## src/rtl/mips_cpu_bus_pkg.sv

```systemverilog
// mips_cpu_bus_pkg: shared types and constants for the CPU bus arbiter
package mips_cpu_bus_pkg;
    typedef enum logic [1:0] {IDLE = 2'd0, FETCH = 2'd1, DATA = 2'd2, DONE = 2'd3} arb_state_t;
    typedef enum logic {PORT_FETCH, PORT_DATA} port_t;
    localparam logic [3:0] BE_WORD = 4'b1111;
endpackage

```

## src/rtl/mips_cpu_bus_arbiter.sv

```systemverilog
// mips_cpu_bus_arbiter: shares one Avalon master between fetch and load/store ports
//   fetch_* : fetch requester (req/addr in, ack/rdata out)
//   data_*  : load/store requester (req/write/addr/wdata/byteenable in, ack/rdata out)
//   address/read/write/writedata/byteenable/waitrequest/readdata : Avalon master
//   busy    : registered, high whenever the FSM is not in IDLE
module mips_cpu_bus_arbiter
    import mips_cpu_bus_pkg::*;
#(
    parameter int ROUND_ROBIN = 1
) (
    input  logic        clk,
    input  logic        rst,
    input  logic        fetch_req,
    input  logic [31:0] fetch_addr,
    output logic        fetch_ack,
    output logic [31:0] fetch_rdata,
    input  logic        data_req,
    input  logic        data_write,
    input  logic [31:0] data_addr,
    input  logic [31:0] data_wdata,
    input  logic [3:0]  data_byteenable,
    output logic        data_ack,
    output logic [31:0] data_rdata,
    output logic        busy,
    output logic [31:0] address,
    output logic        read,
    output logic        write,
    output logic [31:0] writedata,
    output logic [3:0]  byteenable,
    input  logic        waitrequest,
    input  logic [31:0] readdata
);
    arb_state_t state;
    port_t      last_grant;
    port_t      pick;
    // On contention round-robin flips away from the last winner; fixed mode favours data.
    always_comb
        pick = (fetch_req && data_req)
             ? ((ROUND_ROBIN != 0 && last_grant == PORT_DATA) ? PORT_FETCH : PORT_DATA)
             : (data_req ? PORT_DATA : PORT_FETCH);
    // Bus outputs are registers with async reset, so read/write drop the instant rst rises.
    always_ff @(posedge clk or posedge rst) begin
        if (rst) begin
            state       <= IDLE;
            last_grant  <= PORT_FETCH;
            address     <= '0;
            read        <= 1'b0;
            write       <= 1'b0;
            writedata   <= '0;
            byteenable  <= '0;
            fetch_ack   <= 1'b0;
            fetch_rdata <= '0;
            data_ack    <= 1'b0;
            data_rdata  <= '0;
            busy        <= 1'b0;
        end else begin
            case (state)
                IDLE: begin
                    if (fetch_req || data_req) begin
                        last_grant <= pick;
                        busy       <= 1'b1;
                        address    <= (pick == PORT_DATA) ? data_addr : fetch_addr;
                        if (pick == PORT_DATA) begin
                            writedata  <= data_wdata;
                            byteenable <= data_byteenable;
                            read       <= !data_write;
                            write      <= data_write;
                            state      <= DATA;
                        end else begin
                            byteenable <= BE_WORD;
                            read       <= 1'b1;
                            write      <= 1'b0;
                            state      <= FETCH;
                        end
                    end
                end
                FETCH, DATA: begin
                    if (!waitrequest) begin
                        if (state == FETCH) begin
                            fetch_rdata <= readdata;
                            fetch_ack   <= 1'b1;
                        end else begin
                            if (read)
                                data_rdata <= readdata;
                            data_ack <= 1'b1;
                        end
                        read       <= 1'b0;
                        write      <= 1'b0;
                        byteenable <= '0;
                        state      <= DONE;
                    end
                end
                default: begin
                    fetch_ack <= 1'b0;
                    data_ack  <= 1'b0;
                    busy      <= 1'b0;
                    state     <= IDLE;
                end
            endcase
        end
    end
endmodule

```

## config.mk

```make
export PLATFORM = sky130hd
export DESIGN_NAME = mips_cpu_bus_arbiter
export DESIGN_NICKNAME = d
export VERILOG_FILES = /design/src/rtl/mips_cpu_bus_pkg.sv /design/src/rtl/mips_cpu_bus_arbiter.sv
export SDC_FILE = /design/constraint.sdc
export NUM_CORES = 1
export LEC_CHECK = 0
export CORE_UTILIZATION = 25
export DETAILED_ROUTE_END_ITERATION = 8
export DONT_BUFFER_PORTS = 1
export GPL_ROUTABILITY_DRIVEN = 0
export SLEW_MARGIN = 30
export SYNTH_ARGS = -nofsm -noshare
export SYNTH_HDL_FRONTEND = slang
export SYNTH_SLANG_ARGS = --single-unit
```

## constraint.sdc

```tcl
create_clock -name clk -period 5.1 [get_ports clk]
set_input_delay 1.02 -clock clk [delete_from_list [all_inputs] [get_ports clk]]
set_output_delay 1.02 -clock clk [all_outputs]
set_load 0.03 [all_outputs]
```

* Word level (Yosys, flattened, before mapping) *
Index checks and enable logic that the tools add are counted.

storage, ports and cells
  register bits after elaboration = 140
  output and inout bits = 137
  word-level logic and storage cells = 64

cells by class
  equality and inequality tests = 6
  multiplexer cells = 27
  bitwise gates (word level) = 4
  reductions and logical operators = 15

operators by type and width
  kind                                                             count
  32-bit 2-to-1 mux                                                1
  3-bit AND reduction                                              5
  1-bit 2-to-1 mux                                                 13
  4-bit 2-to-1 mux                                                 3
  1-bit one-hot mux with 2 select lines                            5
  2-bit inequality test, second input constant                     4
  4-bit one-hot mux with 2 select lines                            1
  2-bit 2-to-1 mux                                                 3
  2-bit AND reduction                                              3
  1-bit NOT                                                        4
  2-bit one-hot mux with 2 select lines                            1
  4-bit AND reduction                                              1
  2-bit by 1-bit == test with 1-bit output, second input constant  1
  2-bit == test, second input constant                             1
  2-bit logical NOT                                                1
  2-bit nonzero test                                               1
  2-bit OR reduction                                               1
  1-bit logical AND                                                1
  1-bit logical NOT                                                1
  1-bit logical OR                                                 1

* Longest topological paths before layout *
Gate-level depths: netlist (run 1).

  depth in word-level cells = 5
  mapped depth = 8

* Worst setup path before layout (run 1) *
Ideal clock, no wire load.

  path type = input port to flip-flop
  start = in data_req
  end = reg byteenable[0]
  library setup time = 0.125 ns
  arrival = 1.867 ns
  data required time = 4.975 ns
  slack = 3.108 ns
  stages on the path = 3
  path buffers = 0
  cells stage by stage = or3b_4 nand3b_4 mux2_2

between the ends
  word-level cells in the longest chain between the ends = 5
  elaborated cells between the ends (all ways) = 9
  those cells by class = eq/ne: 1; mux: 5; reduce/logical: 3

RTL lines
  what                                                          RTL line                                                RTL
  from (decl)                                                   mips_cpu_bus_arbiter.sv:17                              input logic data_req,
  1-bit 2-to-1 mux / 1-bit logical AND (equally long branches)  mips_cpu_bus_arbiter.sv:40, mips_cpu_bus_arbiter.sv:38
  1-bit 2-to-1 mux                                              mips_cpu_bus_arbiter.sv:39                              ? ((ROUND_ROBIN != 0 && last_grant == PORT_DATA) ? PORT_FETCH : PORT_DATA)
  4-bit 2-to-1 mux                                              mips_cpu_bus_arbiter.sv:63                              if (pick == PORT_DATA) begin
  4-bit 2-to-1 mux                                              mips_cpu_bus_arbiter.sv:59                              if (fetch_req || data_req) begin
  4-bit one-hot mux with 2 select lines                         mips_cpu_bus_arbiter.sv:57                              case (state)
  to (signal assigned)                                          mips_cpu_bus_arbiter.sv:65                              byteenable <= data_byteenable;
  to (decl)                                                     mips_cpu_bus_arbiter.sv:29                              output logic [3:0] byteenable,

Several ways; a longest one is shown, not always the timed one. The select of a mux whose other input is x is not followed.
A chain may end at the register's enable or synchronous reset.

* Worst setup path in the final report (run 1) *
  start = reg state[0]
  end = reg data_rdata[12]

between the ends
  word-level cells in the longest chain between the ends = 3
  elaborated cells between the ends (all ways) = 5
  those cells by class = eq/ne: 2; bitwise: 1; reduce/logical: 2

RTL lines
  what                                                                              RTL line                                                RTL
  from (decl)                                                                       mips_cpu_bus_arbiter.sv:33                              arb_state_t state;
  from (signal assigned)                                                            mips_cpu_bus_arbiter.sv:44                              state <= IDLE;
  from (signal assigned)                                                            mips_cpu_bus_arbiter.sv:68                              state <= DATA;
  from (signal assigned)                                                            mips_cpu_bus_arbiter.sv:73                              state <= FETCH;
  2-bit by 1-bit == test with 1-bit output / 2-bit == test (equally long branches)  mips_cpu_bus_arbiter.sv:57, mips_cpu_bus_arbiter.sv:79
  2-bit OR reduction / 1-bit NOT (equally long branches)                            -
  4-bit AND reduction (no line) *                                                   -
  to (signal assigned)                                                              mips_cpu_bus_arbiter.sv:84                              data_rdata <= readdata;
  to (decl)                                                                         mips_cpu_bus_arbiter.sv:23                              output logic [31:0] data_rdata,

Every way passes the cells marked *; elsewhere a longest branch is shown, timed or not.

==> reports/metrics.yaml, run 1 <==
worst_setup_path:
  cp_max_fo: 32
  end_kind: "flip-flop"
  arrival_ps: 2700
  required_ps: 5390
  rr_worst_depth: 4
  r2r_slack_ps: 2690
  crit_type: "reg -> reg"
  crit_path_start_kind: "flip-flop"
clocking:
  ctsResizeCount: 0
  insertion_delay_ps: 410
  cts_inserted_buffers: 17
  path_clk_slew_ps: 60
  htreeDepth: 4
  clockBufferDepth: 2
  hold_buffers: 0
  clock_sinks: 140
  postCtsSetupRepairBufs: 0
  root_buffer: "clkbuf_16"
  cts_tree: "built"
grt:
  grt_max_degree: 96
  antenna_found_initial: 0
  overflow: 0
  grt_pass1_wl_um: 19900
  grt_pass1_vias: 3656
  grt_util_all_layers: 0.113
finish:
  fin_util: 0.290
  fillers: 2286
  fin_nets: 575
  seq_area_um2: 3500
  syn_to_final_growth_pct: 14.2
  diodes: 0
  multiInputGateArea_um2: 2010
  fin_area_um2: 6550
  layout-drive-gt1-share: 0.315
power:
  powerDensity_nw_per_um2: 869
  leakage_uw: 0.00279
  power_frac_comb: 0.205
  seq_power_share: 0.567
  netSwitchingPower_uw: 2610
  power_frac_clock: 0.228
  vdd_drop_max_mv: 0.463
  sw_frac_of_total: 0.459
  p_int_uw: 3080
floorplan:
  fp-row-count: 55
  io_pins: 275
  die-area_um2: 23500
  start_util: 0.254
  die_y_um: 153
  design.core.area_um2: 22600
  die_w_um: 153
timing:
  report.final.slew_viol_count: 0
  setup_viol_count_final: 0
  tns_ps: 0
  period_share: 0.472
  skew_ps: 7.39
  slew_headroom: 0.394
  worst_slack_ps: 2690
  tightestPinTransition_ps: 908
  rsz0062_at_grt: "false"
  period_minus_slack_ps: 2410
  finalHoldViolCount: 0
  fmax_ghz: 0.415
hold_path:
  hp-class: "reg -> reg"
  hold_depth: 1
drt:
  final_antenna_net_count: 0
  dr_wl_met2_um: 6740
  wl_met1_um: 4950
  vias_per_cell: 4.59
  wl_um: 13100
  drcViolationCount: 0
  routedWlPerCell_um: 18.0
  top_layer: "met4"
  dr_total_vias: 3348
  initialDrtViolationCount: 163
  firstDrtPassIters: 6
  dr_wl_met3_um: 1280
synthesis:
  syn_area_per_cell_um2: 13.1
  yosysSeqAreaShare: 0.611
  synth_cells: 439
  synth_cell_type_count: 29
  synth_area_um2: 5730
  yosys_warnings: 0
  ys_ff_latch: 140
  syn-num-nets: 582
outcome:
  run_status: "complete, no violations"
place:
  dpl-instance-area_um2: 5900
  io_buffers: 0
  place_ws_ps: 2180
  hpwl_um: 9270
job:
  max_cap_violations: 0
through the flow:
stage / total power [uW] / instances / hold slack, ps
CTS: 5770 / 729 / 563
finish: 5690 / 730 / 558
global route: 6010 / 730 / 595
floorplan: 4150 / 439 / 506
global placement: 4340 / 697 / 530
detailed placement: 4440 / 697 / 543
synth_stat cells (all sizes together):
cell type    n  area, um^2
a31oi       32         200
or3b         1        11.3
o2bb2ai      2        17.5
nor2        34         128
inv          8        30.0
nand3b       1        20.0
nand2       67         259
nor3         2        10.0
o21a         1        7.51
clkbuf       3        22.5
nor3b        1        7.51
and4bb       1        12.5
o22a         1        10.0
o21ai        1        5.00
o32a         2        22.5
mux2       102        1150
a21bo        1        10.0
ha           5        62.6
a21oi        7        35.0
buf         25         186
a21boi       1        18.8
nand2b       1        6.26
dfrtp      140        3500
worst max-delay path: stages, from the launching register on:
cell and delay [ps]:
dfrtp_1 440, inv_1 90, ha_1 630, and4bb_4 710
mux2_2 410
flip-flops by register name, summed over array words and instances (netlist names):
signal       flops
address         32
busy             1
byteenable       4
data_ack         1
data_rdata      32
fetch_ack        1
fetch_rdata     32
last_grant       1
read             1
state            2
write            1
writedata       32
cell usage in the layout (no fill, tap or decap), types with 5 or more instances in the layout:
cell type	netlist	final
clkbuf_16	0	17
mux2_1	7	7
ha_1	5	5
nand2_1	66	66
a31oi_1	32	32
a21oi_1	7	7
dfrtp_1	140	140
inv_1	8	7
nor2_1	34	34
mux2_2	95	95
path summary, 6_finish.rpt:
| path | startpoint | endpoint |
|---|---|---|
| hold reg to reg | state[1] | state[1] |
| max in group asynchronous | rst | data_rdata[17] |
| setup reg to reg | state[0] | data_rdata[12] |
| hold / removal | state[1] | state[1] |
| setup / recovery | state[0] | data_rdata[12] |
| min in group asynchronous | rst | writedata[3] |
routing by layer:
metal / GRT usage / vias up
li1: - / 1501
met1: 0.116 / 1659
met2: 0.197 / 177
met3: 0.0508 / 11
met4: 0.0467 / 0
met5: 0 / -
power groups by stage:
stage | clock, uW | sequential [uW] | combinational, uW
finish | 1300 | 3230 | 1170
global route | 1400 | 3300 | 1310
CTS | 1350 | 3240 | 1180
detailed placement | 0 | 3250 | 1190
global placement | 0 | 3240 | 1100
floorplan | 0 | 3090 | 1060
cell families (layout without fill, tap and decap cells):
group	after synthesis	count (layout)	synth area share
compound gates	48	48	0.0569
mux	102	102	0.200
buf+inv	36	42	0.0417
simple gates	108	108	0.0792
fa+ha+maj	5	5	0.0109
flops	140	140	0.611
layout make-up:
class	count	share of cell area
flip-flops and latches	140	0.535
repair buffers	2	0.00535
multi-input cells	263	0.306
well taps	285	0.0544
inverters	8	0.00535
clock buffers	18	0.0655
clock inverters	14	0.0285
No activity file was read; power rests on OpenSTA's default activity.
==> run 2, diff against run 1 <==
clock period = 2 ns   (was 5.1 ns; I/O delays follow)
==> run 2 against run 1 <==
Worst hold slack got worse by 440 ps. Sequential share of layout area is 0.48 points lower. Critical path depth rose by 1. Die area unchanged. Critical path type unchanged. Largest cell class unchanged. Largest power group unchanged.
==> reports/metrics.yaml, run 2 (synthesized netlist as in run 1, its figures left out) <==
outcome:
  run_status: "complete, no violations"
place:
  dpl-instance-area_um2: 6030
  place_ws_ps: 194
  dp_cells: 706
  io_buffers: 0
  hpwl_um: 9370
timing:
  period_minus_slack_ps: 1830
  fmax_ghz: 0.547
  worst_slack_ps: 171
  tightestPinTransition_ps: 465
  finalHoldViolCount: 0
  period_share: 0.914
  slew_headroom: 0.690
  skew_ps: 12.4
  rsz0062_at_grt: "false"
  tns_ps: 0
  report.final.slew_viol_count: 0
  setup_viol_count_final: 0
floorplan:
  start_util: 0.254
  die-area_um2: 23500
  die_y_um: 153
  fp-row-count: 55
  die_w_um: 153
  design.core.area_um2: 22600
  io_pins: 275
clocking:
  hold_buffers: 1
  postCtsSetupRepairBufs: 0
  root_buffer: "clkbuf_16"
  ctsResizeCount: 0
  cts_tree: "built"
  htreeDepth: 4
  clock_sinks: 140
  cts_inserted_buffers: 17
  clockBufferDepth: 2
  path_clk_slew_ps: 70
  insertion_delay_ps: 420
worst_setup_path:
  required_ps: 2290
  end_kind: "flip-flop"
  crit_path_start_kind: "flip-flop"
  arrival_ps: 2120
  cp_max_fo: 32
  crit_type: "reg -> reg"
job:
  max_cap_violations: 0
drt:
  initialDrtViolationCount: 155
  dr_total_vias: 3420
  routedWlPerCell_um: 17.7
  drcViolationCount: 0
  wl_um: 13100
  firstDrtPassIters: 4
  vias_per_cell: 4.63
  final_antenna_net_count: 0
finish:
  syn_to_final_growth_pct: 15.3
  diodes: 0
  seq_area_um2: 3500
  fin_area_um2: 6610
  stdcell_count: 739
  layout-drive-gt1-share: 0.328
  fin_nets: 584
  mostFrequentLayoutCells: "140 x dfrtp_1, 95 x mux2_2, 66 x nand2_1"
  fillers: 2316
  final_common_cell: "dfrtp_1"
  multiInputGateArea_um2: 2000
hold_path:
  hp-class: "in -> reg"
power:
  powerDensity_nw_per_um2: 2180
  power_uw: 14400
  leakage_uw: 0.00281
  vdd_drop_max_mv: 0.729
grt:
  grt_pass1_wl_um: 20300
  antenna_found_initial: 0
  overflow: 0
  grt_max_degree: 85
  grt_util_all_layers: 0.114
  grt_pass1_vias: 3797
-- run 2: changes by cell type in the layout (fill, tap and decap cells not counted), moves of 2 or more --
cell and delta:
buf_12 +5, buf_4 +4, clkinvlp_4 +4, clkinv_4 -3, bufinv_16 -2
-- run 2: final timing paths --
check                           depth (start not counted)               to  slack (ps)   startpoint
worst max-delay path                                    5   data_rdata[25]         170     state[0]
worst min-delay path                                    1    data_rdata[0]         120  readdata[0]
worst max register to register                          5   data_rdata[25]         170     state[0]
worst min register to register                          1         state[1]         590     state[1]
max in group asynchronous                               3  fetch_rdata[24]         970          rst
min in group asynchronous                               3         state[1]         590          rst
-- run 2: critical path, cell delays in order, from the launching register on --
cell,delay [ps]
dfrtp_1,440
inv_1,100
ha_1,300
and4bb_2,260
buf_12,200
mux2_2,360
-- run 2: layer usage --
layer  track usage  up-vias  wire (um)  part of all wire
met5             0        -          0                 0
met4        0.0471        0        130            0.0099
met3        0.0539       10       1360              0.10
met2         0.203      180       6870              0.53
met1         0.112     1716       4710              0.36
li1              -     1514          -                 -
-- run 2: cell type report --
| cell class | count | area share |
|---|---|---|
| sequential | 140 | 0.530 |
| multi-input combinational | 263 | 0.302 |
| clock buffer | 18 | 0.0664 |
| tap | 285 | 0.0539 |
| timing repair buffer | 11 | 0.0223 |
| clock inverter | 14 | 0.0203 |
| inverter | 8 | 0.00511 |
-- run 2: through the flow --
step | utilization | hold WS (ps)
2_1_floorplan | - | 506
3_5_place_dp | 0.267 | 419
4_1_cts | 0.293 | 91.1
6_report | 0.293 | 122
5_1_grt | 0.293 | 94.4
3_3_place_gp | 0.267 | 409
-- run 2: power breakdown --
part	leakage, uW	switching, uW	internal [uW]
combinational	0.000896	1430	1690
sequential	0.00164	3920	4270
clock	0.000272	1320	1770
==> run 3, diff against run 2 <==
--- a/config.mk
+++ b/config.mk
@@ -7,2 +7,3 @@
 export LEC_CHECK = 0
+export ABC_AREA = 1
 export CORE_UTILIZATION = 25
--- a/constraint.sdc
+++ b/constraint.sdc
@@ -3,2 +3,2 @@
 set_output_delay 0.4 -clock clk [all_outputs]
-set_load 0.03 [all_outputs]
+set_load 0.01 [all_outputs]
==> run 3 against run 2 <==
Maximum frequency rose by 7.4%. Flip-flop and latch count did not move. Global-route usage rose by 1.0 points. Worst hold slack got worse by 26 ps. Largest cell class unchanged.
==> reports/metrics.yaml, run 3 <==
outcome:
  run_status: "complete, no violations"
drt:
  routedWlPerCell_um: 14.5
  vias_per_cell: 4.24
  drcViolationCount: 0
  wl_um: 14800
  initialDrtViolationCount: 313
  final_antenna_net_count: 0
  firstDrtPassIters: 4
  dr_total_vias: 4330
synthesis:
  yosysTopAreaCell: "dfrtp_1"
  synth.most_common_cell: "nand2_1"
  yosysSeqAreaShare: 0.600
  syn-num-nets: 844
  synthTopCellsByCount: "352 x nand2_1, 140 x dfrtp_1, 73 x o21ai_0, 45 x inv_1, 41 x nand3_1"
  synth_ff_type: "dfrtp_1"
  synth_cell_type_count: 14
  yosys_warnings: 0
  yosys.area.top_type_share: 0.600
  syn_area_per_cell_um2: 8.32
  synth-edff-count: 0
  synth_area_um2: 5840
  async_flop_share: 1.00
  yosys-top-cells-area: "dfrtp_1 60%, nand2_1 23%, o21ai_0 6.3%"
  ys_ff_latch: 140
  synth_cells: 701
worst_setup_path:
  required_ps: 2340
  end_kind: "flip-flop"
  rr_endpoint: "address[31]"
  path_common_cell: "inv_1"
  arrival_ps: 2050
  r2r_slack_ps: 300
  crit_chain: "inv_1, ha_1, inv_1, nor2_2, inv_1, buf_12, nand2_1, nand2_1"
  cpPeakStageDelay_ps: 420
  crit_path_start_kind: "flip-flop"
  cp_max_fo: 22
  regToRegStartpoint: "state[0]"
  slowest_stage: "dfrtp_1"
  rr_worst_depth: 8
  crit_type: "reg -> reg"
timing:
  skew_ps: 11.3
  finalHoldViolCount: 0
  setup_viol_count_final: 0
  period_share: 0.851
  fmax_ghz: 0.587
  tightestPinTransition_ps: 570
  holdWs_ps: 96.1
  slew_headroom: 0.619
  report.final.slew_viol_count: 0
  period_minus_slack_ps: 1700
  rsz0062_at_grt: "false"
  tns_ps: 0
power:
  vdd_drop_max_mv: 0.452
  powerDensity_nw_per_um2: 1700
  power_uw: 11600
  leakage_uw: 0.00358
clocking:
  cts_inserted_buffers: 17
  clock_sinks: 140
  clockBufferDepth: 2
  cts_tree: "built"
  path_clk_slew_ps: 70
  postCtsSetupRepairBufs: 0
  htreeDepth: 4
  root_buffer: "clkbuf_16"
  insertion_delay_ps: 420
place:
  hpwl_um: 10400
  dpl-instance-area_um2: 6230
  io_buffers: 0
floorplan:
  die_y_um: 155
  io_pins: 275
  die_w_um: 155
  die-area_um2: 24000
  design.core.area_um2: 22800
  fp-row-count: 55
  start_util: 0.256
grt:
  grt_pass1_vias: 4240
  grt_max_degree: 65
  grt_util_all_layers: 0.124
  overflow: 0
  antenna_found_initial: 0
  grt_pass1_wl_um: 22700
job:
  max_cap_violations: 0
finish:
  fin_util: 0.299
  final_common_cell: "nand2_1"
  fin_nets: 838
  fin_area_um2: 6820
  syn_to_final_growth_pct: 16.8
  diodes: 0
  mostFrequentLayoutCells: "352 x nand2_1, 140 x dfrtp_1, 73 x o21ai_0"
  layout-drive-gt1-share: 0.0678
hold_path:
  hp-start: "data_wdata[1]"
  worstHoldEndpoint: "writedata[1]"
  hold_depth: 2
  hp-class: "in -> reg"
[run 3: cell types whose count changed in the layout (fill, tap and decap cells not counted), moves of 30 or more]
cell | previous run | this run
mux2_2 | 95 | 0
nand3_1 | 0 | 40
nand2_1 | 66 | 352
o21ai_0 | 1 | 73
nor2_1 | 34 | 4
inv_1 | 7 | 44
a31oi_1 | 32 | 0
[run 3: worst max path at each step]
stage	startpoint	end	slack (ps)	cells after the start
after floorplan	rst	address[0]	-150	1
after global placement	state[0]	address[16]	290	8
after detailed placement	state[0]	address[14]	270	8
after CTS	state[0]	address[14]	260	8
after global routing	state[0]	byteenable[0]	110	5
final	state[0]	address[31]	300	8
[run 3: where the power goes]
part	internal [uW]	switching (uW)	leakage, uW
Clock	1660	1400	0.000277
Combinational	989	1750	0.00155
Sequential	4160	1620	0.00175
[run 3: repair_timing]
action / in CTS / in global routing
gates resized for setup: 0 / 0
endpoints found under the hold margin: 20 / 0
hold buffers: 1 / 0
[run 3: area by class of cell]
class / count / area, um^2
clock buffers: 17 / 425
clock inverters: 15 / 156
fillers: 2391 / 16000
inverters: 45 / 173
multi-input cells: 478 / 1990
flip-flops and latches: 140 / 3500
well taps: 313 / 392
repair buffers: 13 / 175
[run 3: per-layer routing]
metal  track usage  vias to the layer above  part of all wire
met2         0.208                      185              0.49
met5             0                        -                 0
li1              -                     2150                 -
met4        0.0434                        0             0.011
met1         0.138                     1986              0.41
met3        0.0566                        9             0.090
[run 3: critical path, delay by kind of cell, from the launching register on]
kind / cells / cell delay (ps)
fa+ha+maj: 1 / 260
buf+inv: 4 / 770
simple gates: 3 / 180
flops: 1 / 420
[run 3: logic make-up (layout without fill, tap and decap cells)]
group | after synthesis | after routing | share of synthesized area
AOI/OAI and AO/OA | 73 | 73 | 0.0626
adders and majority gates | 5 | 5 | 0.0107
buffers and inverters | 83 | 90 | 0.0590
DFF | 140 | 140 | 0.600
and+or+nand+nor | 400 | 400 | 0.267
[run 3: through the flow]
step / std cells / setup WS [ps]
floorplan: 701 / -149
global placement: 988 / 295
detailed placement: 988 / 274
CTS: 1021 / 257
global route: 1021 / 114
finish: 1021 / 297
